===== config.mk =====
export PLATFORM = sky130hd
export DESIGN_NAME = spectag_recovery_ctrl_flat
export DESIGN_NICKNAME = d
export VERILOG_FILES = /design/src/rtl/spectag_recovery_ctrl_if.sv /design/src/rtl/spectag_recovery_ctrl.sv /design/src/flat_wrapper.sv
export SDC_FILE = /design/constraint.sdc
export NUM_CORES = 1
export LEC_CHECK = 0
export ABC_AREA = 1
export CORE_MARGIN = 2
export CORE_UTILIZATION = 42
export DETAILED_ROUTE_END_ITERATION = 10
export PLACE_DENSITY_LB_ADDON = 0.12
export SLEW_MARGIN = 40
export SYNTH_ARGS = -nofsm -noshare
export SYNTH_HDL_FRONTEND = slang
export SYNTH_SLANG_ARGS = --single-unit

===== constraint.sdc =====
create_clock -name clk -period 3.9 [get_ports clk]
set_input_delay 0.585 -clock clk [delete_from_list [all_inputs] [get_ports clk]]
set_output_delay 0.585 -clock clk [all_outputs]
set_load 0.05 [all_outputs]

===== src/rtl/spectag_recovery_ctrl_if.sv =====
// Resolution/allocation bus between dispatch, the branch unit and spectag_recovery_ctrl.
// The master drives requests and resolutions; the slave is the tag tracker.
interface spectag_recovery_ctrl_if #(
  parameter int SPECTAG_LEN = 5,
  parameter int ADDR_LEN    = 32
);
  logic                   alloc_req;
  logic                   alloc_gnt;
  logic [SPECTAG_LEN-1:0] alloc_tag;
  logic                   prsuccess;
  logic                   prmiss;
  logic [SPECTAG_LEN-1:0] br_spectag;
  logic [ADDR_LEN-1:0]    jmpaddr;
  logic                   redirect_valid;
  logic [ADDR_LEN-1:0]    redirect_pc;
  logic [SPECTAG_LEN-1:0] kill_mask;
  logic [SPECTAG_LEN-1:0] clear_mask;
  logic                   stall_fetch;
  logic [SPECTAG_LEN-1:0] live_tags;
  logic                   tag_err;

  modport master (
    output alloc_req, prsuccess, prmiss, br_spectag, jmpaddr,
    input  alloc_gnt, alloc_tag, redirect_valid, redirect_pc, kill_mask,
           clear_mask, stall_fetch, live_tags, tag_err
  );

  modport slave (
    input  alloc_req, prsuccess, prmiss, br_spectag, jmpaddr,
    output alloc_gnt, alloc_tag, redirect_valid, redirect_pc, kill_mask,
           clear_mask, stall_fetch, live_tags, tag_err
  );
endinterface


===== src/rtl/spectag_recovery_ctrl.sv =====
// Speculative tag allocator and branch-resolution recovery controller.
// Define SPECTAG_REDIRECT_REG_EN to register redirect/kill/clear outputs one cycle later.
module spectag_recovery_ctrl #(
  parameter int SPECTAG_LEN  = 5,
  parameter int ADDR_LEN     = 32,
  parameter int FLUSH_CYCLES = 2
) (
  input  logic                    clk,
  input  logic                    reset,
  spectag_recovery_ctrl_if.slave  bus
);
  localparam int CNT_W = (FLUSH_CYCLES > 2) ? $clog2(FLUSH_CYCLES) : 1;
  localparam logic [CNT_W-1:0] FLUSH_INIT = CNT_W'(FLUSH_CYCLES - 1);

  typedef enum logic {IDLE, FLUSH} state_t;

  state_t                 r_state, w_stateNext;
  logic [CNT_W-1:0]       r_cnt, w_cntNext;
  logic [SPECTAG_LEN-1:0] r_live, w_liveNext;
  logic [SPECTAG_LEN-1:0] r_next, w_nextNext;
  logic                   r_tagErr, w_tagErrNext;

  logic                   w_oneHot, w_tagLive, w_validMiss, w_validSucc, w_err;
  logic                   w_allocGnt;
  logic [SPECTAG_LEN-1:0] w_younger, w_kill, w_walk;
  logic                   w_stop;

  assign w_oneHot    = (bus.br_spectag != '0) &&
                       ((bus.br_spectag & (bus.br_spectag - 1'b1)) == '0);
  assign w_tagLive   = w_oneHot && ((bus.br_spectag & r_live) != '0);
  assign w_validMiss = bus.prmiss && !bus.prsuccess && w_tagLive;
  assign w_validSucc = bus.prsuccess && !bus.prmiss && w_tagLive;
  assign w_err       = (bus.prmiss || bus.prsuccess) && !(w_validMiss || w_validSucc);
  assign w_allocGnt  = bus.alloc_req && (r_state == IDLE) && !bus.prmiss &&
                       ((r_live & r_next) == '0);

  // Younger tags sit between the resolving tag and the next free slot, walking left.
  always_comb begin
    w_younger = '0;
    w_walk    = bus.br_spectag;
    w_stop    = 1'b0;
    for (int i = 1; i < SPECTAG_LEN; i++) begin
      w_walk = {w_walk[SPECTAG_LEN-2:0], w_walk[SPECTAG_LEN-1]};
      if (w_walk == r_next) w_stop = 1'b1;
      if (!w_stop) w_younger = w_younger | (w_walk & r_live);
    end
  end

  assign w_kill = bus.br_spectag | w_younger;

  // A mispredict overrides allocation and free in the same cycle.
  always_comb begin
    w_stateNext  = r_state;
    w_cntNext    = r_cnt;
    w_liveNext   = r_live;
    w_nextNext   = r_next;
    w_tagErrNext = r_tagErr | w_err;
    if (w_allocGnt) begin
      w_liveNext = w_liveNext | r_next;
      w_nextNext = {r_next[SPECTAG_LEN-2:0], r_next[SPECTAG_LEN-1]};
    end
    if (w_validSucc) w_liveNext = w_liveNext & ~bus.br_spectag;
    if (r_state == FLUSH) begin
      if (r_cnt == '0) w_stateNext = IDLE;
      else             w_cntNext   = r_cnt - 1'b1;
    end
    if (w_validMiss) begin
      w_liveNext  = r_live & ~w_kill;
      w_nextNext  = bus.br_spectag;
      w_stateNext = FLUSH;
      w_cntNext   = FLUSH_INIT;
    end
  end

  always_ff @(posedge clk) begin
    if (reset) begin
      r_state  <= IDLE;
      r_cnt    <= '0;
      r_live   <= '0;
      r_next   <= SPECTAG_LEN'(1);
      r_tagErr <= 1'b0;
    end else begin
      r_state  <= w_stateNext;
      r_cnt    <= w_cntNext;
      r_live   <= w_liveNext;
      r_next   <= w_nextNext;
      r_tagErr <= w_tagErrNext;
    end
  end

  assign bus.alloc_gnt = w_allocGnt;
  assign bus.alloc_tag = r_next;
  assign bus.live_tags = r_live;
  assign bus.tag_err   = r_tagErr;

`ifdef SPECTAG_REDIRECT_REG_EN
  logic                   r_redirValid;
  logic [ADDR_LEN-1:0]    r_redirPc;
  logic [SPECTAG_LEN-1:0] r_killMask, r_clearMask;

  always_ff @(posedge clk) begin
    if (reset) begin
      r_redirValid <= 1'b0;
      r_redirPc    <= '0;
      r_killMask   <= '0;
      r_clearMask  <= '0;
    end else begin
      r_redirValid <= w_validMiss;
      r_redirPc    <= w_validMiss ? bus.jmpaddr : '0;
      r_killMask   <= w_validMiss ? w_kill : '0;
      r_clearMask  <= w_validSucc ? bus.br_spectag : '0;
    end
  end

  assign bus.redirect_valid = r_redirValid;
  assign bus.redirect_pc    = r_redirPc;
  assign bus.kill_mask      = r_killMask;
  assign bus.clear_mask     = r_clearMask;
  assign bus.stall_fetch    = (r_state == FLUSH) || w_validMiss;
`else
  assign bus.redirect_valid = w_validMiss;
  assign bus.redirect_pc    = w_validMiss ? bus.jmpaddr : '0;
  assign bus.kill_mask      = w_validMiss ? w_kill : '0;
  assign bus.clear_mask     = w_validSucc ? bus.br_spectag : '0;
  assign bus.stall_fetch    = (r_state == FLUSH);
`endif
endmodule


===== src/flat_wrapper.sv =====
// flat-port wrapper written by rule: the top's interface ports become plain ports
module spectag_recovery_ctrl_flat 
#(
  parameter int SPECTAG_LEN  = 5,
  parameter int ADDR_LEN     = 32,
  parameter int FLUSH_CYCLES = 2
)
  (clk, reset, bus_alloc_req, bus_prsuccess, bus_prmiss, bus_br_spectag, bus_jmpaddr, bus_alloc_gnt, bus_alloc_tag, bus_redirect_valid, bus_redirect_pc, bus_kill_mask, bus_clear_mask, bus_stall_fetch, bus_live_tags, bus_tag_err);
  spectag_recovery_ctrl_if #(.SPECTAG_LEN(SPECTAG_LEN), .ADDR_LEN(ADDR_LEN)) bus_i ();
  input  logic clk;
  input  logic reset;
  input wire logic [$bits(bus_i.alloc_req)-1:0] bus_alloc_req;
  input wire logic [$bits(bus_i.prsuccess)-1:0] bus_prsuccess;
  input wire logic [$bits(bus_i.prmiss)-1:0] bus_prmiss;
  input wire logic [$bits(bus_i.br_spectag)-1:0] bus_br_spectag;
  input wire logic [$bits(bus_i.jmpaddr)-1:0] bus_jmpaddr;
  output wire logic [$bits(bus_i.alloc_gnt)-1:0] bus_alloc_gnt;
  output wire logic [$bits(bus_i.alloc_tag)-1:0] bus_alloc_tag;
  output wire logic [$bits(bus_i.redirect_valid)-1:0] bus_redirect_valid;
  output wire logic [$bits(bus_i.redirect_pc)-1:0] bus_redirect_pc;
  output wire logic [$bits(bus_i.kill_mask)-1:0] bus_kill_mask;
  output wire logic [$bits(bus_i.clear_mask)-1:0] bus_clear_mask;
  output wire logic [$bits(bus_i.stall_fetch)-1:0] bus_stall_fetch;
  output wire logic [$bits(bus_i.live_tags)-1:0] bus_live_tags;
  output wire logic [$bits(bus_i.tag_err)-1:0] bus_tag_err;
  assign bus_i.alloc_req = bus_alloc_req;
  assign bus_i.prsuccess = bus_prsuccess;
  assign bus_i.prmiss = bus_prmiss;
  assign bus_i.br_spectag = bus_br_spectag;
  assign bus_i.jmpaddr = bus_jmpaddr;
  assign bus_alloc_gnt = bus_i.alloc_gnt;
  assign bus_alloc_tag = bus_i.alloc_tag;
  assign bus_redirect_valid = bus_i.redirect_valid;
  assign bus_redirect_pc = bus_i.redirect_pc;
  assign bus_kill_mask = bus_i.kill_mask;
  assign bus_clear_mask = bus_i.clear_mask;
  assign bus_stall_fetch = bus_i.stall_fetch;
  assign bus_live_tags = bus_i.live_tags;
  assign bus_tag_err = bus_i.tag_err;
  spectag_recovery_ctrl #(.SPECTAG_LEN(SPECTAG_LEN), .ADDR_LEN(ADDR_LEN), .FLUSH_CYCLES(FLUSH_CYCLES)) u_core (.clk(clk), .reset(reset), .bus(bus_i));
endmodule

== Word-level counts from Yosys, hierarchy flattened ==
Cells that the tools add are included.
Word-level totals
  output and inout bits: 56
  bits of input ports: 42
  register bits after elaboration: 13
Cells by class
  multiplexer cells: 22
  equal/unequal tests: 4
  bitwise gates (word level): 18
  add/subtract/negate cells: 2
  reduce and logical (&&, ||, !) cells: 21
Operator list (number)
  two-way mux 5 bit: 11
  AND 5 bit: 9
  two-way mux 32 bit: 1
  bitwise OR 5 bit: 5
  equality test 5 bit: 4
  logical AND 1 bit: 10
  zero test 5 bit: 2
  two-way mux 1 bit: 10
  NOT 5 bit: 2
  nonzero test 5 bit: 2
  subtractor 5 x 1 -> 5 bit, second input constant: 1
  nonzero test 2 bit: 2
  zero test 1 bit: 3
  logical OR 1 bit: 2
  NOT 1 bit: 1
  bitwise OR 1 bit: 1
  subtractor 1 bit, second input constant: 1

== Longest topological paths before layout ==
  word-level depth: 13
  mapped depth: 12
  gate-level depth less buffers: 10

== Worst setup path before layout ==
No wires, ideal clock.
  path kind: flip-flop to output port
  from: register u_core.r_live[2], in the netlist u_core.bus.live_tags[2]
  to: output bus_redirect_pc[10]
  arrival: 2.253 ns
  path buffers: 2
  cell stages (with the launch flop): 9
  data required time: 3.315 ns
  slack: 1.062 ns
  cells stage by stage: dfxtp_1 > inv_1 > o22ai_1 > nor2_1 > nand2_2 > nand3_4 > buf_6 > buf_2 > nor2_1
Between the ends
  word-level cells in the longest chain between the ends: 5
Ends and longest elaborated chain
  from (decl): RTL line spectag_recovery_ctrl.sv:19  | logic [SPECTAG_LEN-1:0] r_live, w_liveNext;
  from (signal assigned): RTL line spectag_recovery_ctrl.sv:85  | r_live <= w_liveNext;
  AND 5 bit: RTL line spectag_recovery_ctrl.sv:30  | assign w_tagLive = w_oneHot && ((bus.br_spectag & r_live) != '0);
  nonzero test 5 bit: RTL line spectag_recovery_ctrl.sv:30
  logical AND 1 bit: RTL line spectag_recovery_ctrl.sv:30
  logical AND 1 bit: RTL line spectag_recovery_ctrl.sv:31  | assign w_validMiss = bus.prmiss && !bus.prsuccess && w_tagLive;
  two-way mux 32 bit: RTL line spectag_recovery_ctrl.sv:122  | assign bus.redirect_pc = w_validMiss ? bus.jmpaddr : '0;
  to (decl): RTL line flat_wrapper.sv:20  | output wire logic [$bits(bus_i.redirect_pc)-1:0] bus_redirect_pc;
No other way between the ends.

== Worst setup path after layout ==
  from: input bus_br_spectag[2]
  to: output bus_clear_mask[3]
Between the ends
  word-level cells in the longest chain between the ends: 7
  elaborated cells on any way between the ends: 10
  those cells by class: add/sub: 1; mux: 1; bitwise: 2; reduce/logical: 6
Ends and longest elaborated chain
  from (decl): RTL line flat_wrapper.sv:15  | input wire logic [$bits(bus_i.br_spectag)-1:0] bus_br_spectag;
  subtractor 5 x 1 -> 5 bit: RTL line spectag_recovery_ctrl.sv:29  | ((bus.br_spectag & (bus.br_spectag - 1'b1)) == '0);
  AND 5 bit: RTL line spectag_recovery_ctrl.sv:29
  zero test 5 bit: RTL line spectag_recovery_ctrl.sv:29
  logical AND 1 bit: RTL line spectag_recovery_ctrl.sv:28  | assign w_oneHot = (bus.br_spectag != '0) &&
  logical AND 1 bit *: RTL line spectag_recovery_ctrl.sv:30
  logical AND 1 bit *: RTL line spectag_recovery_ctrl.sv:32  | assign w_validSucc = bus.prsuccess && !bus.prmiss && w_tagLive;
  two-way mux 5 bit *: RTL line spectag_recovery_ctrl.sv:124  | assign bus.clear_mask = w_validSucc ? bus.br_spectag : '0;
  to (decl): RTL line flat_wrapper.sv:22  | output wire logic [$bits(bus_i.clear_mask)-1:0] bus_clear_mask;
Every way passes the cells marked *; elsewhere a longest branch is shown, timed or not.

==> results.md <==
* Outcome: finished, final reports clean
* Simple-Gate Fraction of Synth Area at 45.9%
* Ant. Diodes at 0
* Residual DRC at 0
* CP bufs+invs at 3
* Area Overhead vs Synth at 80.2%
* Bufs on Longest Clock Path at 2
* Final Non-Filler Cells at 469
* Worst-margin pin slew at 0.517 ns
* Final Hold Vio Count at 0
* Vias per cell at 4.95
* MaxCap Viol Count at 0
* Layout Utilization at 78.1%
* Critical Path AT at 2.92 ns
* Dpl cells at 465
* Netlist cell types at 28
* Most common cell in the synthesized netlist: nand2_1
* TritonCTS Sinks at 13
* Mapped Nets at 370
* Routed wire per std cell at 13.6 um
* Largest cells by area after synthesis: nand2_1 16%, dfxtp_1 15%, inv_1 14%
* Port bufs at 97
* Top cell type by total area after synthesis: nand2_1
* RSZ-0062 raised after global routing: no
* Hold buffers post-CTS at 0
* Fmax at 285 MHz
* Fin crit share at 89.9%
* Overflow after GRT at 0
* Final setup TNS at 0 ns
* Initial antenna violation count at 0
* Synth Area in Compound Gates at 13.2%
* CTS root buf: clkbuf_8
* Post-CTS setup buffer count at 0
* Multiplexer share of the synthesized area at 0%
* Final net count at 462
* Ordered cell list for the critical path: clkdlybuf4s50_1 -> nor2_2 -> o21ai_1 -> nand2_1 -> nand2_1 -> nor2_4 -> nand4_1 -> inv_1 -> clkdlybuf4s50_1
* Die H at 68.3 um
* CP max FO at 9
* Num CTS Buffers at 3
* Area share of the leading cell type in the synthesized netlist at 16.2%
* Final setup viols at 0
* Power density over cell area at 148 nW/um^2
* H-tree Lvls at 1
* Area of the core at 4000 um^2
* GRT Total Usage at 26.7%
* Global-route wire length before repair at 9410 um
* Post-CTS Resized at 0
* Slew margin rel. at 65.4%
* Die Footprint at 4660 um^2
* Vias in the first global route at 1971
* Worst EP required at 3.31 ns
* CP Launch Type: primary input
* Leakage Power at 1.54 nW
* Clock transition at path regs at 0.06 ns
* GP Congestion at 0.928
* Hpwl dp at 5020 um
* Netlist Area Pre-Place at 1730 um^2
* Post-synthesis adder-cell area fraction at 0%
* Synth Flop Type: dfxtp_1
* Slowest stage delay, CP at 0.80 ns
* CP endpoint kind: output pin
* Fillers at 302
* # IOs at 98
* Die W at 68.3 um
* Top cells by count, synth: 75 x nand2_1, 66 x inv_1, 58 x nor2_1
* Mean Syn Cell Area at 5.29 um^2
* Final ANT Viol Nets at 0
* DRT Wirelength at 6360 um
* Post-synthesis sequential area ratio at 15.0%
* EDFF count, synth at 0
* Main combinational cell family by area after synthesis: simple AND/OR/NAND/NOR gates
* Seq cells post-synth at 13
* Initial Util at 43.4%
* Slew Limit Fails at 0
* Async set or reset register ratio after synthesis at 0%
* Crit path max-delay family: buffers and inverters
* Final clock skew at 0.000822 ns
* Fin crit period at 3.51 ns
* WS Path Type: primary input to output pin
* Cells after Synth at 328
* Largest net degree at the start of global routing at 26
* DR vias at 2322
* Min-Delay Path Class: register to register
* Row count at 23
* VDD IR-drop max at 240 uV
* YS warnings at 0
* TritonRoute pass-1 iters at 8
* CP max-delay cell: clkdlybuf4s50_1
* CTS tree: done
* First DRT Iteration DRCs at 217
* Worst-skew pair later-pin latency at 0.26 ns
* Layout cells sized above 1 at 17.7%
* Xor/xnor share of the synthesized area at 3.54%
## cell usage in the layout, fill, tap and decap left out
cell type	synthesis	layout
a21oi_1	19	19
nand2_2	1	1
xor2_1	1	1
o21ai_1	2	2
o21ai_0	9	9
nand3_1	18	18
dfxtp_1	13	13
nor3_1	2	2
nor2_4	1	1
xnor2_1	6	6
inv_2	6	6
o211ai_1	2	2
nor2_1	58	58
nand3_2	3	3
nand3_4	1	1
nand3b_1	5	5
nand4_1	6	6
nor2_2	8	8
and2_1	1	1
o22ai_1	2	2
buf_4	6	8
buf_12	0	38
clkbuf_1	1	1
inv_1	66	66
o31ai_1	1	1
a21oi_2	5	5
nand2_1	75	75
clkdlybuf4s50_1	0	58
clkbuf_8	0	3
## worst reg2reg max path, delay by kind of cell (launching register included)
family                 cells  cell delay (ns)
flip-flops                 1             0.56
AO/OA/AOI/OAI              1             0.12
AND/OR/NAND/NOR            8             1.08
buffers and inverters      1             0.11
## final cells by class
type / instances / area [um^2] / area share, %
Timing Repair Buffer: 104 / 1400 / 44.8
Sequential cell: 13 / 260 / 8.33
Tap cell: 50 / 62.6 / 2.00
Clock buffer: 4 / 45.0 / 1.44
Multi-Input combinational cell: 226 / 1090 / 34.7
Inverter: 72 / 270 / 8.65
## final timing paths
path,startpoint,to,slack (ns),cells after the start
max,bus_br_spectag[2],bus_clear_mask[3],0.39,9
min,u_core.r_cnt,u_core.bus.stall_fetch,0.46,2
max reg2reg,u_core.bus.alloc_tag[0],u_core.bus.live_tags[3],1.94,10
min reg2reg,u_core.r_cnt,u_core.bus.stall_fetch,0.46,2
## flip-flops by register name, summed over array words and instances (netlist names)
register,flops
u_core.bus.live_tags,5
u_core.bus.tag_err,1
u_core.bus.alloc_tag,5
u_core.r_cnt,1
u_core.bus.stall_fetch,1
## through the flow
stage / worst slack, ns / cell area (um^2) / hold WS [ns] / power [mW]
final: 0.394 / 3130 / 0.457 / 0.462
after global routing: 0.263 / 3130 / 0.477 / 0.479
after CTS: 0.421 / 3130 / 0.461 / 0.458
after detailed placement: 0.424 / 3080 / 0.451 / 0.330
after global placement: 0.495 / 3080 / 0.441 / 0.327
after floorplan: 1.06 / 1730 / 0.436 / 0.253
## per-layer routing
layer	global-route usage, %	wire length (um)
met4	7.00	102
met3	2.96	631
met2	44.3	3230
met1	36.6	2400
met5	0	0
## cells by family after synthesis
family | Yosys count
simple gates | 179
buf+inv | 89
compound gates | 40
flops | 13
xor+xnor | 7
## power breakdown
part	internal, mW	switching (mW)
Clock	0.0728	0.0596
Combinational	0.0812	0.101
Sequential	0.138	0.0102
Total	0.292	0.171
(Power assumes the default switching activity.)
